**src/rtl/wave_pkg.sv**
```systemverilog
// Shared widths, idle sample level and FSM state encoding for the wave player.
// Imported by the player top and its divider.
package wave_pkg;

    localparam int unsigned ADDR_W = 11;
    localparam int unsigned DATA_W = 8;

    // Mid-scale level for unsigned audio, shown while nothing has been played.
    localparam logic [DATA_W-1:0] SAMPLE_IDLE = 8'h80;

    typedef enum logic [1:0] {
        StIdle  = 2'd0,
        StFetch = 2'd1,
        StWait  = 2'd2,
        StHold  = 2'd3
    } state_e;

    // ROM addresses wrap modulo 2**ADDR_W.
    function automatic logic [ADDR_W-1:0] addr_inc(input logic [ADDR_W-1:0] a);
        return a + ADDR_W'(1);
    endfunction

endpackage

```
**src/rtl/tick_div.sv**
```systemverilog
// Sample-rate divider: counts 0..DIV-1 while enabled and flags the last count.
// clr has priority over en so a new play always starts from count 0.
module tick_div #(
    parameter int unsigned DIV = 24
) (
    input  logic clk,
    input  logic reset_n,
    input  logic clr,
    input  logic en,
    output logic tick
);

    localparam int unsigned CntW = (DIV > 1) ? $clog2(DIV) : 1;
    localparam logic [CntW-1:0] CntMax = CntW'(DIV - 1);

    logic [CntW-1:0] count_q;
    logic [CntW-1:0] count_d;

    assign tick = (count_q == CntMax);

    always_comb begin
        count_d = count_q;
        if (clr) begin
            count_d = '0;
        end else if (en) begin
            count_d = tick ? '0 : count_q + CntW'(1);
        end
    end

    always_ff @(posedge clk or negedge reset_n) begin
        if (!reset_n) begin
            count_q <= '0;
        end else begin
            count_q <= count_d;
        end
    end

endmodule

```
**src/rtl/wave_player.sv**
```systemverilog
// Plays a span of an 8-bit sample ROM at one sample every DIV clocks,
// optionally looping, with abort via stop.
module wave_player
    import wave_pkg::*;
#(
    parameter int unsigned DIV      = 24,
    parameter bit          LOOP_DEF = 1'b0
) (
    input  logic              clk,
    input  logic              reset_n,
    input  logic              start,
    input  logic              stop,
    input  logic              loop,
    input  logic [ADDR_W-1:0] start_addr,
    input  logic [ADDR_W-1:0] end_addr,
    output logic [ADDR_W-1:0] rom_a,
    output logic              rom_cs_n,
    input  logic [DATA_W-1:0] rom_dout,
    output logic [DATA_W-1:0] sample,
    output logic              sample_valid,
    output logic              busy,
    output logic              done
);

    state_e state_q;
    state_e state_d;

    logic [ADDR_W-1:0] addr_q;
    logic [ADDR_W-1:0] addr_d;
    logic [ADDR_W-1:0] start_q;
    logic [ADDR_W-1:0] start_d;
    logic [ADDR_W-1:0] end_q;
    logic [ADDR_W-1:0] end_d;
    logic              loop_q;
    logic              loop_d;
    logic [DATA_W-1:0] sample_q;
    logic [DATA_W-1:0] sample_d;
    logic              sample_valid_q;
    logic              sample_valid_d;
    logic              done_q;
    logic              done_d;

    logic div_clr;
    logic tick;

    tick_div #(
        .DIV(DIV)
    ) u_tick_div (
        .clk    (clk),
        .reset_n(reset_n),
        .clr    (div_clr),
        .en     (busy),
        .tick   (tick)
    );

    assign busy         = (state_q != StIdle);
    assign rom_cs_n     = (state_q != StFetch);
    assign rom_a        = addr_q;
    assign sample       = sample_q;
    assign sample_valid = sample_valid_q;
    assign done         = done_q;

    always_comb begin
        state_d        = state_q;
        addr_d         = addr_q;
        start_d        = start_q;
        end_d          = end_q;
        loop_d         = loop_q;
        sample_d       = sample_q;
        sample_valid_d = 1'b0;
        done_d         = 1'b0;
        div_clr        = 1'b0;

        // stop outranks everything, including a read whose data is arriving now.
        if (stop) begin
            state_d = StIdle;
        end else begin
            case (state_q)
                StIdle: begin
                    if (start) begin
                        start_d = start_addr;
                        end_d   = end_addr;
                        loop_d  = loop;
                        addr_d  = start_addr;
                        div_clr = 1'b1;
                        state_d = StFetch;
                    end
                end
                StFetch: begin
                    state_d = StWait;
                end
                StWait: begin
                    sample_d       = rom_dout;
                    sample_valid_d = 1'b1;
                    state_d        = StHold;
                end
                StHold: begin
                    if (tick) begin
                        if (addr_q != end_q) begin
                            addr_d  = addr_inc(addr_q);
                            state_d = StFetch;
                        end else if (loop_q) begin
                            addr_d  = start_q;
                            state_d = StFetch;
                        end else begin
                            done_d  = 1'b1;
                            state_d = StIdle;
                        end
                    end
                end
                default: begin
                    state_d = StIdle;
                end
            endcase
        end
    end

    always_ff @(posedge clk or negedge reset_n) begin
        if (!reset_n) begin
            state_q        <= StIdle;
            addr_q         <= '0;
            start_q        <= '0;
            end_q          <= '0;
            loop_q         <= LOOP_DEF;
            sample_q       <= SAMPLE_IDLE;
            sample_valid_q <= 1'b0;
            done_q         <= 1'b0;
        end else begin
            state_q        <= state_d;
            addr_q         <= addr_d;
            start_q        <= start_d;
            end_q          <= end_d;
            loop_q         <= loop_d;
            sample_q       <= sample_d;
            sample_valid_q <= sample_valid_d;
            done_q         <= done_d;
        end
    end

endmodule
```
**config.mk**
```make
export PLATFORM = sky130hd
export DESIGN_NAME = wave_player
export DESIGN_NICKNAME = d
export VERILOG_FILES = /design/src/rtl/wave_pkg.sv /design/src/rtl/tick_div.sv /design/src/rtl/wave_player.sv
export SDC_FILE = /design/constraint.sdc
export NUM_CORES = 1
export LEC_CHECK = 0
export CAP_MARGIN = 30
export CORE_ASPECT_RATIO = 0.75
export CORE_MARGIN = 2
export CORE_UTILIZATION = 55
export CTS_CLUSTER_DIAMETER = 30
export CTS_CLUSTER_SIZE = 30
export DETAILED_ROUTE_END_ITERATION = 6
export GPL_ROUTABILITY_DRIVEN = 1
export PLACE_DENSITY = 0.92
export SETUP_SLACK_MARGIN = 0.05
export SYNTH_ARGS = -nofsm -noshare
export SYNTH_HDL_FRONTEND = slang
export SYNTH_HIERARCHICAL = 1
export SYNTH_SLANG_ARGS = --single-unit
```
**constraint.sdc**
```tcl
create_clock -name clk -period 3.05 [get_ports clk]
set_input_delay 0.61 -clock clk [delete_from_list [all_inputs] [get_ports clk]]
set_output_delay 0.61 -clock clk [all_outputs]
set_load 0.01 [all_outputs]
```
# [Yosys cells after proc, flatten, opt, wreduce, memory -nomap -nowiden]
# Index checks and enable logic that the tools add are counted.
[op_classes] n_eq_ne=11 mux=24 reduce_logical=8 n_addsub=2 n_bitwise=1
[ops] operator="$mux W11" n=4
[ops] operator="$pmux W11 S2" n=1
[ops] operator="$mux W5" n=3
[ops] operator="$mux W1" n=12
[ops] operator="$add A11 B1 Y11 const B" n=1
[ops] operator="$ne A11 B11 Y1" n=1
[ops] operator="$pmux W2 S4" n=1
[ops] operator="$mux W2" n=3
[ops] operator="$ne A3 B3 Y1 const B" n=2
[ops] operator="$reduce_bool A2 Y1" n=3
[ops] operator="$add A5 B1 Y5 const B" n=1
[ops] operator="$eq A5 B5 Y1 const B" n=1
[ops] operator="$reduce_and A5 Y1" n=1
[ops] operator="$eq A2 B2 Y1 const B" n=2
[ops] operator="$ne A2 B1 Y1 const B" n=2
[ops] operator="$reduce_and A2 Y1" n=2
[ops] operator="$ne A3 B2 Y1 const B" n=1
[ops] operator="$reduce_and A3 Y1" n=1
[ops] operator="$eq A2 B1 Y1 const B" n=1
[ops] operator="$logic_not A2 Y1" n=1
[ops] operator="$ne A2 B2 Y1 const B" n=1
[ops] operator="$not A1 Y1" n=1
[word_totals] reg_bits=51 elab_cells=55

# [Logic depth before layout (Yosys ltp)]
[logic_depth] word_depth=5 mapped_depth=8 ltp_nobuf=7

# [Cells and area by module]
# Netlist, hierarchy kept.
[by_module_without_submodules] mod="wave_player" area_each_um2=2437.3 cells_each=248 n_inst=1 seq_area_each_um2=1152.4
[by_module_without_submodules] mod="tick_div" area_each_um2=262.8 cells_each=23 n_inst=1 seq_area_each_um2=125.1

# [Least setup slack after synthesis]
# No wires, ideal clock.
[synth_path] kind="flip-flop to flip-flop" start="reg addr_q[3] (netlist: rom_a[3])" end="reg addr_q[1] (netlist: rom_a[1])" setup_ns=0.124 required_time_ns=2.926 synth_period_minus_slack_ns=1.982 path_stages_with_launch=6 setup_slack_ns=1.068 arrival_time_ns=1.858 path_cell_list="dfrtp_1 > xor2_1 > nor4_4 > and3_1 > mux2_1 > a211o_1"
[synth_via] elab_chain_len=4 elab_cells_between_ends=6 classes_between="eq/ne (2); mux (3); reduce/logical (1)"
[synth_rtl] item="start, declared" line_no="wave_player.sv:28" text="logic [ADDR_W-1:0] addr_q;"
[synth_rtl] item="start signal, assigned" line_no="wave_player.sv:130" text="addr_q <= addr_d;"
[synth_rtl] item="$ne A11 B11 Y1 *" line_no="wave_player.sv:99" text="if (addr_q != end_q) begin"
[synth_rtl] item="$mux W11" line_no="wave_player.sv:99"
[synth_rtl] item="$mux W11" line_no="wave_player.sv:98" text="if (tick) begin"
[synth_rtl] item="$pmux W11 S2" line_no="wave_player.sv:78" text="case (state_q)"
# Mark *: on every way between the ends. The rest lies on a longest branch, timed or not. The select of a mux whose other input is x is not followed.
# A chain may end at the register's enable or synchronous reset.

# [Worst setup path in the final report]
[layout_path] start="reg state_q[0]" end="out busy"
[layout_via] elab_chain_len=1
[layout_rtl] item="start, declared" line_no="wave_player.sv:25" text="state_e state_q;"
[layout_rtl] item="start signal, assigned" line_no="wave_player.sv:120" text="state_q <= StIdle;"
[layout_rtl] item="start signal, assigned" line_no="wave_player.sv:129" text="state_q <= state_d;"
[layout_rtl] item="$reduce_bool A2 Y1" line_no="wave_player.sv:56" text="assign busy = (state_q != StIdle);"
[layout_rtl] item="end, declared" line_no="wave_player.sv:21" text="output logic busy,"
# Every way passes these cells.

==> run summary <==
Once the floorplan was initialized, standard cells occupied 56.1% of the core. The arrival time of the worst setup path is 1.86 ns. Synthesis handed over a netlist of 271 instances. The number of enable flip-flop cells after synthesis came out at 0. After the flow finishes, the layout carries non-filler instances totaling 391. The first-pass detailed-route iteration total came out at 4. The post-route DRC violation count is 0. The summed instance area of the synthesized netlist came out at 2700 sq um. In this run, the number of DRC markers left after iteration 0 of detailed routing was 135. Counting cells, the worst reg-to-reg path comes to 6. Traced cell by cell, the critical path runs through inv_1 -> ha_1 -> inv_1 -> clkdlybuf4s50_1. The count of input and output buffers came out at 57. The fmax came out at 0.404 GHz.

The number of H-tree branching levels came out at 2. Sorting the synthesized cells by area gives the leading types as dfrtp_1 46%, nand2_1 10%, mux2_2 6.3%. The die covers 5490 sq um. The flow ran to the end, and the final reports show no timing, DRC or antenna violations. Setup repair after global routing left no endpoint under its margin. STA classifies the critical path endpoint as an output port. The clock-pin transition on the worst setup and hold timing paths came out at 0.09 ns. The area fraction in and, or, nand and nor cells after synthesis is 21.7%. The critical path's top delay family is buffers and inverters.

Summing the areas of all fa, ha and maj instances in the mapped netlist gives 3.24% of the synthesized area. The number of buffers between clock root and the deepest sink is 2. The most numerous cell type found on the critical path is inv_1.

The data required time at the worst endpoint came out at 2.44 ns. The mux share of post-synthesis cell area is 9.45%. The detail route stage leaves a number of antenna-violating nets equal to 0.

The total routed wirelength is 6.19 mm. The tree is rooted in a clkbuf_8. The peak fanout along the critical path came out at 8. The all-layer global routing usage came out at 24.2%. After layout, the worst path uses 81.1% of the clock period. The largest family of logic cells by synthesized area is simple AND/OR/NAND/NOR gates. Across the VDD grid, the largest voltage drop is 0.566 mV. The worst flop-to-flop path startpoint is rom_a[7]. The number of gates resized after CTS was 0. The largest net degree at the start of global routing is 26. The core region area is 4820 sq um.

The actual slew at the worst max-slew pin is 0.583 ns. The clock drives 51 sinks. The number of antenna violations at the first check in global routing is 0. In the synthesized netlist the dominant register cell turns out to be dfrtp_1. The largest total area in the synthesized netlist belongs to dfrtp_1. The count of warnings emitted by yosys is 6.

The standby leakage power came out at 1.70 nW. The first global-routing pass estimated 10.8 mm of wire. The setup slack of the worst register-to-register path came out at 0.81 ns. The part of the Yosys area used for sequential elements is 47.3%. The number of unique standard cell types used by synthesis came out at 39. The power density of the placed cells came out at 910 nW/um^2.

Counting both buffers and inverters, the worst setup path holds a total of 3. The top cell type's share of synthesized area is 46.3%. The die height came out at 64.7 um.

The worst slew margin relative to its limit came out at 61.1%. The fraction of synthesis flops using an asynchronous set or reset pin is 100%. The final net count came out at 372. The number of hold-repair buffers added at the cts stage is 0. The complex-gate fraction of the synthesized area is 8.48%. The clock insertion delay at the later pin of the skew report came out at 0.30 ns. The net count of the mapped netlist is 313.

The CTS tree is done. The worst setup path is launched from a register. The slowest stage of the critical path belongs to the cell clkdlybuf4s50_1. The number of ports placed on the die boundary came out at 58.

Relative to the synthesized area, the layout overhead comes to 27.7%. In this design, the stage delay of the slowest critical-path cell is 0.59 ns. The via count of the first global-routing pass is 2363. After layout, the design draws a total of 0.00314 W. The number of standard-cell rows in the floorplan came out at 22. In the routed layout, each cell is associated on average with a via count of 5.58. The per-instance average area after synthesis is 9.96 sq um. The number of register bits inferred by synthesis came out at 51. The worst hold-check path type is in -> async. The clock skew after layout is 0.00680 ns.

Cells with a size suffix above 1 make up 11.8% of the layout. The final hold slack came out at 0.300 ns. The time the final worst path needs with I/O delays and setup is 2.47 ns. The utilization of the core after routing came out at 71.6%. The residual overflow from global routing is 0.

The via count came out at 2182. The number of pins exceeding their max-slew limit in the final report was 0. The sum of negative setup slack is 0 ns.

The placer's final routability congestion estimate is 0.836. The max-cap check violation count came out at 0. The buffer count from post-CTS setup fixing came out at 0. The worst register-to-register path ends at rom_a[9]. The setup path with the least slack is of type reg -> out.

Ranked by instance count, the synthesized netlist is headed by 72 x nand2_1, 50 x dfrtp_1, 17 x xor2_1, 15 x mux2_2, 13 x and3_1. Once placement completed, the tool counted placed cells totaling 383. The floorplan die width came out at 84.9 um. The count of endpoints failing setup in the final report is 0.

Clock tree synthesis inserted a total of 5 buffers. The number of antenna diodes in the final layout is 0. The HPWL after detailed placement is 4.55 mm. The final count of hold timing violations is 0.

The detail-routed net length per standard cell is 15.8 um. By instance count, the leading cell after synthesis is nand2_1. Summing the areas of all xor and xnor instances in the mapped netlist gives 6.81% of the synthesized area.
-- where the power goes --
| part | total, W | internal, W | switching (W) |
|---|---|---|---|
| clock | 0.000421 | 0.000208 | 0.000214 |
| combinational | 0.00143 | 0.000757 | 0.000674 |
| sequential | 0.00129 | 0.000980 | 0.000306 |
-- how the worst max path moves through the flow --
stage | startpoint | to | slack, ns | cells past startpoint
2_1_floorplan | rom_a[3] | rom_a[1] | 1.07 | 5
3_3_place_gp | start | rom_a[1] | 0.82 | 6
3_5_place_dp | start | rom_a[1] | 0.77 | 6
4_1_cts | state_q[0] | busy | 0.56 | 4
5_1_grt | state_q[0] | busy | 0.46 | 4
6_report | state_q[0] | busy | 0.58 | 4
-- cell usage in the layout, fill, tap and decap left out, types with 2 or more instances in the layout --
cell type        instances
a21boi_1                 9
nor2_1                   9
nand3b_1                 2
dfrtp_1                 50
nor3_2                   2
ha_1                     7
mux2_2                  15
buf_4                    7
mux2i_1                  6
inv_1                    7
nand3_1                  6
xor2_1                  17
clkbuf_8                 7
nor3_1                   2
xnor2_1                  4
a21oi_1                  5
nor4_4                   2
a211o_1                 10
nand2_1                 72
nand4_1                  3
nand2b_1                 2
clkdlybuf4s50_1         56
and3_1                  13
-- logic make-up (layout without fill, tap and decap cells) --
| group | count (synthesis) | after routing |
|---|---|---|
| and+or+nand+nor | 119 | 119 |
| DFF | 51 | 51 |
| AOI/OAI and AO/OA | 30 | 30 |
| muxes | 23 | 23 |
| xor gates and xnor gates | 21 | 21 |
| buffers and inverters | 20 | 80 |
| adders and majority gates | 7 | 7 |
-- through the flow --
step / cell area, sq um / worst slack, ns
finish: 3450 / 0.578
global route: 3450 / 0.457
CTS: 3450 / 0.556
detailed placement: 3350 / 0.769
global placement: 3350 / 0.815
floorplan: 2700 / 1.07
-- area by class of cell --
class	instances	area (sq um)
Clock buffer	8	100
Fill cell	367	1370
Inverter	8	30.0
Multi-Input combinational cell	200	1350
Sequential cell	51	1280
Tap cell	60	75.1
Timing Repair Buffer	64	618
-- sequential cells by signal, indices dropped and copies added, names as in the netlist --
signal	count
rom_a	11
end_q	11
sample	8
state_q	2
sample_valid	1
loop_q	1
u_tick_div/count_q	5
start_q	11
done	1
-- metal layers --
layer	vias up	global-route usage [%]	routed length (um)
met1	1084	32.2	2800
li1	1033	-	-
met3	2	5.10	321
met4	0	4.96	10
met5	-	0	0
met2	63	41.5	3050
Note: power is estimated with default switching activity, not from simulation.
